[config.mk]
export PLATFORM = sky130hd
export DESIGN_NAME = serial_adder
export DESIGN_NICKNAME = d
export VERILOG_FILES = /design/src/rtl/serial_adder_pkg.sv /design/src/rtl/full_adder.sv /design/src/rtl/serial_adder.sv
export SDC_FILE = /design/constraint.sdc
export NUM_CORES = 1
export LEC_CHECK = 0
export ABC_AREA = 1
export CORE_MARGIN = 2
export CORE_UTILIZATION = 51
export CTS_BUF_LIST = sky130_fd_sc_hd__clkbuf_16
export DETAILED_ROUTE_END_ITERATION = 10
export PLACE_DENSITY = 0.78
export SETUP_SLACK_MARGIN = 0.02
export SLEW_MARGIN = 5
export SYNTH_ARGS = -nofsm -noshare
export SYNTH_HDL_FRONTEND = slang
export SYNTH_SLANG_ARGS = --single-unit
[constraint.sdc]
create_clock -name clk -period 1.5 [get_ports clk]
set_input_delay 0.15 -clock clk [delete_from_list [all_inputs] [get_ports clk]]
set_output_delay 0.15 -clock clk [all_outputs]
set_load 0.01 [all_outputs]
[src/rtl/serial_adder_pkg.sv]
// Shared types and defaults for the bit-serial adder.
package serial_adder_pkg;

  typedef enum logic [1:0] {
    IDLE  = 2'd0,
    SHIFT = 2'd1,
    DONE  = 2'd2
  } sa_state_t;

  localparam int DEFAULT_WIDTH = 8;

endpackage

[src/rtl/full_adder.sv]
// Single-bit full adder cell used as the serial datapath.
module full_adder (
  input  logic a,
  input  logic b,
  input  logic c,
  output logic sum,
  output logic carry
);

  assign sum   = a ^ b ^ c;
  assign carry = (a & b) | (a & c) | (b & c);

endmodule

[src/rtl/serial_adder.sv]
// Bit-serial adder: one full_adder cell, LSB first, WIDTH cycles per result.
module serial_adder
  import serial_adder_pkg::*;
#(
  parameter int WIDTH = DEFAULT_WIDTH
) (
  input  logic             clk,
  input  logic             rst_n,
  input  logic             start,
  input  logic [WIDTH-1:0] a_in,
  input  logic [WIDTH-1:0] b_in,
  input  logic             c_in,
  output logic             busy,
  output logic             done,
  output logic [WIDTH-1:0] sum_out,
  output logic             carry_out
);

  localparam int CW = $clog2(WIDTH + 1);
  localparam logic [CW-1:0] LAST_CNT = CW'(WIDTH - 1);

  sa_state_t        state;
  logic [WIDTH-1:0] a_sr;
  logic [WIDTH-1:0] b_sr;
  logic [WIDTH-1:0] sum_sr;
  logic             carry_q;
  logic [CW-1:0]    cnt;

  logic             fa_sum;
  logic             fa_carry;
  logic [WIDTH-1:0] sum_shifted;

  full_adder u_cell (
    .a     (a_sr[0]),
    .b     (b_sr[0]),
    .c     (carry_q),
    .sum   (fa_sum),
    .carry (fa_carry)
  );

  // New sum bit enters at the MSB; a one-bit adder has nothing to shift down.
  generate
    if (WIDTH == 1) begin : g_narrow
      assign sum_shifted = fa_sum;
    end else begin : g_wide
      assign sum_shifted = {fa_sum, sum_sr[WIDTH-1:1]};
    end
  endgenerate

  always_ff @(posedge clk or negedge rst_n) begin
    if (!rst_n) begin
      state     <= IDLE;
      a_sr      <= '0;
      b_sr      <= '0;
      sum_sr    <= '0;
      carry_q   <= 1'b0;
      cnt       <= '0;
      sum_out   <= '0;
      carry_out <= 1'b0;
      busy      <= 1'b0;
      done      <= 1'b0;
    end else begin
      case (state)
        IDLE, DONE: begin
          done <= 1'b0;
          if (start) begin
            a_sr    <= a_in;
            b_sr    <= b_in;
            carry_q <= c_in;
            cnt     <= '0;
            busy    <= 1'b1;
            state   <= SHIFT;
          end else begin
            busy  <= 1'b0;
            state <= IDLE;
          end
        end
        SHIFT: begin
          a_sr    <= a_sr >> 1;
          b_sr    <= b_sr >> 1;
          sum_sr  <= sum_shifted;
          carry_q <= fa_carry;
          cnt     <= cnt + 1'b1;
          if (cnt == LAST_CNT) begin
            sum_out   <= sum_shifted;
            carry_out <= fa_carry;
            busy      <= 1'b0;
            done      <= 1'b1;
            state     <= DONE;
          end
        end
        default: begin
          busy  <= 1'b0;
          done  <= 1'b0;
          state <= IDLE;
        end
      endcase
    end
  end

endmodule

Word level (Yosys, flattened, before mapping). Index checks and enable logic that the tools add are counted.

$mul: 0. Multiplexer cells: 16. Shift-type cells: 0. Add/sub/neg operators: 1. Div/mod/pow operators: 0. Equality and inequality tests: 5. Order comparisons: 0. Bitwise operators: 7. Reduce and logical (&&, ||, !) cells: 5.

Operators by type and width (count): 8-bit one-hot mux with 2 select lines (2); 8-bit 2-to-1 mux (2); 4-bit one-hot mux with 2 select lines (1); 1-bit 2-to-1 mux (6); 4-bit by 1-bit adder with 4-bit output (second input constant) (1); 4-bit by 3-bit == test with 1-bit output (second input constant) (1); 4-bit 2-to-1 mux (1); 2-bit != test (second input constant) (2); 1-bit one-hot mux with 2 select lines (2); 2-bit one-hot mux with 2 select lines (1); 2-bit AND reduction (2); 1-bit bitwise AND (3); 2-bit by 1-bit == test with 1-bit output (second input constant) (1); 2-bit == test (second input constant) (1); 2-bit logical NOT (1); 2-bit 2-to-1 mux (1); 1-bit OR (2); 2-bit nonzero test (1); 2-bit OR reduction (1); 1-bit XOR (2).

Memory bits (read-only): 0. Memories: 0. Bits in registers: 42. Bits in latches: 0. Word-level logic and storage cells: 44. Memory bits (writable): 0. Output and inout port bits: 11.

Depth between registers and ports, before layout.
Word-level depth: 4. Gate-level depth with buffers: 7. Depth with buffers taken out: 6.

Cells and area by module. A second synthesis with hierarchy kept.

Cell total of the unflattened synthesis: 218. Area, all modules: 1732.9 um^2.

By module, submodules not included: serial_adder (instances 1, sequential area each 975.9 um^2, area an instance 1712.9 um^2, cells an instance 217); full_adder (instances 1, sequential area each 0.0 um^2, area an instance 20.0 um^2, cells an instance 1).

Worst setup path before layout. No wires, ideal clock.

Path kind: register to register. Start point: register carry_q. End point: register sum_sr[7]. Period minus slack after synthesis: 1114 ps. Stages on the path, launching flop included: 4. Path buffers: 0. Arrival time: 988 ps. Setup time: 126 ps. Setup slack: 386 ps. Path through: dfrtp_1 > fa_1 > nand2_1 > o21ai_0.

Cells in the longest elaborated chain, start to end: 1.

RTL lines: start, declared (line serial_adder.sv:26) `logic carry_q;`; start signal, assigned (line serial_adder.sv:69) `carry_q <= c_in;`; start signal, assigned (line serial_adder.sv:82) `carry_q <= fa_carry;`; 1-bit XOR (line full_adder.sv:10) `assign sum = a ^ b ^ c;`; via fa_sum (line serial_adder.sv:29) `logic fa_sum;`; end signal, assigned (line serial_adder.sv:81) `sum_sr <= sum_shifted;`; end, declared (line serial_adder.sv:25) `logic [WIDTH-1:0] sum_sr;`.

The timed path passes the listed nets, and every way through them passes these cells. A chain may end at the register's enable or synchronous reset.

==> results.md <==
- Outcome: completed
- Die width: 62.3 µm
- Share of layout cells above drive strength 1: 8.91%
- Placed cell area: 2100 µm²
- Worst slew pin tran: 497 ps
- Initial core utilization: 52.3%
- Final Critical Period: 1410 ps
- Crit path buffers/inverters: 1
- Routed Antenna Nets: 0
- Gr usage total: 18.7%
- Setup crit end kind: primary output
- Pre-CTS setup slack: 6.78 ps
- Crit-path leading delay family: buffers and inverters
- Total power: 4.85 mW
- Max-Cap Viols: 0
- Crit path kind: reg -> out
- Avg Cell Area, Syn: 7.95 µm²
- Clock Latency Late Sink: 270 ps
- Total Nets Final: 279
- Crit path required time: 1350 ps
- Clock-pin slew on the worst setup and hold paths: 50 ps
- Area Growth Syn to Fin: 32.4%
- Reg-to-Reg Start: done
- Die Height: 62.3 µm
- P per Cell Area: 2110 nW/µm²
- Sw power: 1.75 mW
- Initial antenna violation count: 0
- Via density: 4.66
- F_max: 0.709 GHz
- Number of diodes: 0
- CTS tree: built
- Part of the power in the clock network: 24.0%
- Final setup viols: 0
- Critical path arrival: 1260 ps
- Yosys reg bits: 39
- Synth Cell Area: 1730 µm²
- Critical Path Source: state[0]
- Worst R2R Setup Slack: 120 ps
- DIE AREA: 3880 µm²
- GRT overflow: 0
- Final Hold Viols: 0
- Root buf cell: clkbuf_16
- Deepest clock path buffer count: 2
- Via count: 1416
- IO Pins: 31
- Fillers: 289
- DP HPWL: 2200 µm
- Yosys cell types: 17
- Worst Skew: 2.60 ps
- Hold_ws: 371 ps
- Vias in the first global route: 1328
- Setup TNS Final: 0 ps
- Clock sink total: 39
- Wire length on met3: 151 µm
- Wire length per cell: 11.0 µm
- First-pass GRT wire length: 5700 µm
- Int Pwr: 3.10 mW
- Part of the power in registers: 37.9%
- Hold Crit Class: in -> async
- Max Transition Viols Final: 0
- CP Cell Sequence: clkdlybuf4s50_1
- Postcts setup bufs: 0
- Delay of the slowest cell on the worst path: 570 ps
- Num CTS Buffers: 5
- Startpoint Class: flip-flop
- Reg-to-reg endpoint: a_sr[6]
- Post-Route WL: 3340 µm
- H-tree depth: 2
- RSZ-0062 raised after global routing: no
- PortBufs: 30
- Row cnt: 21
- Core area: 3310 µm²
- Worst path slowest cell: clkdlybuf4s50_1
- Crit Path Max Fanout: 4
- First-iteration detailed-routing DRC count: 52
- Slew HR: 66.8%
- Leakage power: 1.20 nW
- Final Cycle Share: 94.0%
- Met2 routed WL: 1620 µm
- DRT Pass-1 Iters: 7
- Yosys Warn Count: 0
- Maximum vdd drop: 998 µV
- Largest net degree at the start of global routing: 22
- Drt drc: 0
- Logic gate share of total power: 38.0%
- FF-to-FF path depth: 6
- Slack of the critical path: 90.5 ps
- Multi-input logic area: 632 µm²
- Met1 WL: 1530 µm
- Mapped Cells: 218
- Highest routed layer: met4
- Placer congestion estimate: 0.800
- Fin area: 2290 µm²
- Post-synthesis sequential area ratio: 56.3%
- Sw Share: 36.1%
- FF+latch area: 976 µm²
- Syn nets: 240
[repair_timing]
item | CTS | global route
hold buffers | 1 | 0
endpoints found under the setup margin | 2 | 20
cloned | 0 | 2
gates resized for setup | 1 | 3
endpoints found under the hold margin | 20 | 0
[flip-flops by register name, summed over array words and instances, names as in the netlist]
register   flops
a_sr           8
cnt            4
b_sr           8
sum_out        8
carry_out      1
sum_sr         7
state          1
done           1
carry_q        1
[layout by cell type, fill, tap and decap left out]
| cell | instances |
|---|---|
| nand2_1 | 127 |
| dfrtp_1 | 39 |
| clkdlybuf4s50_1 | 29 |
| inv_1 | 21 |
| o21ai_0 | 7 |
| clkbuf_16 | 5 |
| nand3_1 | 4 |
| nand2_2 | 3 |
| clkinvlp_4 | 3 |
| nor2_1 | 2 |
| nor2_2 | 2 |
| buf_4 | 2 |
| buf_12 | 2 |
| inv_2 | 1 |
| nor2_4 | 1 |
| a21oi_1 | 1 |
| nand4_1 | 1 |
| or2_2 | 1 |
| fa_1 | 1 |
| ha_1 | 1 |
| clkinv_1 | 1 |
| bufinv_16 | 1 |
| clkinv_2 | 1 |
| dlygate4sd3_1 | 1 |
| buf_2 | 1 |
[through the flow]
stage / std cells / util, %
floorplan: 218 / -
global placement: 293 / 63.4
detailed placement: 293 / 63.4
CTS: 302 / 68.8
global route: 304 / 69.3
finish: 304 / 69.3
[logic make-up after synthesis]
family	count (synthesis)	share of synthesized area [%]
AND/OR/NAND/NOR	141	32.1
adder cells (fa/ha/maj)	2	1.88
flip-flops	39	56.3
buffers and inverters	28	7.36
AO/OA/AOI/OAI	8	2.31
[worst max path at each step]
stage,to,slack [ps],cells after the start
5_1_grt,a_sr[6],30,6
4_1_cts,a_sr[4],40,6
2_1_floorplan,sum_sr[7],390,3
6_report,busy,90,1
3_5_place_dp,cnt[3],7,6
3_3_place_gp,b_sr[5],40,6
[final cells by class]
cell class / count / area share, %
clock buffer: 5 / 5.45
clock inverter: 3 / 1.69
inverter: 23 / 3.93
multi-input combinational: 151 / 27.5
sequential: 39 / 42.5
tap: 46 / 2.51
timing repair buffer: 35 / 15.7
timing repair inverter: 2 / 0.654
[per-layer routing]
metal	GRT usage [%]	vias up
li1	-	725
met1	23.5	647
met2	31.7	40
met3	5.25	4
met4	5.83	0
met5	0	-
[synth_stat cells]
| cell type | number | share of area [%] |
|---|---|---|
| o21ai_0 | 7 | 2.0 |
| buf_4 | 4 | 1.7 |
| fa_1 | 1 | 1.2 |
| nand2_2 | 2 | 0.72 |
| a21oi_1 | 1 | 0.29 |
| buf_6 | 1 | 0.65 |
| dfrtp_1 | 39 | 56 |
| or2_2 | 1 | 0.36 |
| inv_2 | 1 | 0.22 |
| nand2_1 | 128 | 28 |
| ha_1 | 1 | 0.72 |
| nand4_1 | 1 | 0.36 |
| nor2_2 | 2 | 0.72 |
| nand3_1 | 4 | 1.2 |
| nor2_4 | 1 | 0.65 |
| nor2_1 | 2 | 0.43 |
| inv_1 | 22 | 4.8 |
[power by group through the flow]
stage / combinational [mW] / sequential (mW) / clock, mW
final: 1.84 / 1.84 / 1.17
after global routing: 2.12 / 1.91 / 1.23
after CTS: 1.81 / 1.84 / 1.18
after detailed placement: 1.77 / 1.85 / 0
after global placement: 1.70 / 1.83 / 0
after floorplan: 1.14 / 1.86 / 0
No activity file was read; power rests on OpenSTA's default activity.
==> RTL edit: new RTL, same flow settings <==
Re-encode `sa_state_t` (3 states) as one-hot, 3 bits wide.
--- a/src/rtl/serial_adder_pkg.sv
+++ b/src/rtl/serial_adder_pkg.sv
@@ -2,8 +2,8 @@
 package serial_adder_pkg;
 
-  typedef enum logic [1:0] {
-    IDLE  = 2'd0,
-    SHIFT = 2'd1,
-    DONE  = 2'd2
+  typedef enum logic [2:0] {
+    IDLE  = 3'b001,
+    SHIFT = 3'b010,
+    DONE  = 3'b100
   } sa_state_t;
 
Formal check against the unedited RTL: same outputs for any inputs over 10 cycles, from zero or initial values and one cycle with rst_n low; not proved beyond that.
==> RTL edit against the original RTL <==
Count of clock-buffer cells in the layout is the same; maximum frequency grew 7.2%; via count grew 16%; first-iteration DRC count grew 140%; setup slack gained 94 ps; synthesized area grew 17%; wire length grew 19%; total power shrank 13%; clock power shrank 16%; sequential cell count grew 2; core utilization shrank 0.80 points; register-to-register slack gained 60 ps; die area grew 16%; final area grew 12%; highest routed layer unchanged.
==> RTL edit: results (changes against the original RTL) <==
INFO  metric irDropWorstVdd = 1.006 mV (+0.88%)
INFO  metric leakage_power = 1.331 nW (+11%)
INFO  metric finalNetCount = 297 (+6.5%)
INFO  metric worst_slew_pin_slew = 409.5 ps (-87.91 ps)
INFO  metric hold_slack = 331.3 ps (-39.59 ps)
INFO  metric grt_antenna_before_repair = 0 (unchanged)
INFO  metric critical_path_arrival = 1480 ps (+220 ps)
INFO  metric grt.met2_usage = 0.3218 (+0.005206)
INFO  metric drt_first_pass_iters = 4 (-3)
INFO  metric timing.critical_path.max_delay_family = simple AND/OR/NAND/NOR gates
INFO  metric grt_start_max_net_pins = 26 (+18%)
INFO  metric grt.met3_usage = 0.04054 (-0.01200)
INFO  metric critical_path.slowest_cell = sky130_fd_sc_hd__dfrtp_1
INFO  metric drt-wirelength-per-cell = 12.25 um (+12%)
INFO  metric m1WireLength = 1869 um (+22%)
INFO  metric power.density = 1641 mW/mm^2 (-22%)
INFO  metric yosys-top-cells-count = sky130_fd_sc_hd__nand2_1, sky130_fd_sc_hd__dfrtp_1, sky130_fd_sc_hd__nand3_1
INFO  metric place_congestion = 0.7670 (-4.2%)
INFO  metric synth.distinct_cells = 22 (+5)
INFO  metric vias_in_the_first_global_route = 1,527 (+15%)
INFO  metric max_fanout_on_critical_path = 8 (+4)
INFO  metric skew = 5.187 ps (+2.591 ps)
INFO  metric drt_iter0_markers = 126 (+140%)
INFO  metric period_share = 0.8769 (-0.06277)
INFO  metric yosys.area_share.adder = 0.01602 (-0.002753)
INFO  metric status = finished clean
INFO  metric cpPeakStageDelay = 410 ps (-160 ps)
INFO  metric routed-wl-met2 = 1901 um (+17%)
INFO  metric wire_length_of_the_first_global_routing_pass = 6824 um (+20%)
INFO  metric sequentialPower = 1.71 mW (-7%)
INFO  metric met3WireLength = 125 um (-17%)
INFO  metric grt.total_usage = 0.2021 (+0.01476)
INFO  metric hpwlAfterDp = 2780 um (+26%)
INFO  metric combPwrFrac = 0.359 (-0.021)
INFO  metric place_area = 0.002386 mm^2 (+14%)
INFO  metric clock_tree.buffer_depth = 2 (unchanged)
INFO  metric yosys-mux-area-fraction = 0 (unchanged)
INFO  metric switching_share = 0.3605 (about the same)
INFO  metric synth_nets = 256 (+6.7%)
INFO  metric avgViaCountPerCell = 5.099 (+9.5%)
INFO  metric mapped_avg_cell_area = 8.678 um^2 (+9.2%)
INFO  metric layout-drive-gt1-share = 0.1673 (+0.07813)
INFO  metric worst_slack_placed = -19.54 ps (-26.32 ps)
INFO  metric synth_compound_area_frac = 0.03697 (+0.01386)
[RTL edit: cells by family (layout without fill, tap and decap cells)]
logic type / Yosys count / after routing
AO/OA/AOI/OAI: 12 / 12
adder cells (fa/ha/maj): 2 / 2
buffers and inverters: 25 / 66
flip-flops: 41 / 41
AND/OR/NAND/NOR: 154 / 154
[RTL edit: what timing repair did]
| item | in CTS | in global routing |
|---|---|---|
| pin swaps | 1 | 1 |
| setup endpoints to repair | 16 | 6 |
| buffers inserted | 1 | 4 |
| hold endpoints to repair | 15 | 0 |
| gates resized for setup | 1 | 0 |
| hold buffers | 1 | 0 |
[RTL edit: cell type report]
cell class	instances	area (um^2)
Clock buffer	5	125.1
Timing Repair Buffer	47	449.2
Inverter	12	45.04
Sequential cell	41	1027
Clock inverter	2	7.507
Multi-Input combinational cell	168	850.8
Tap cell	48	60.06
Fill cell	322	1179
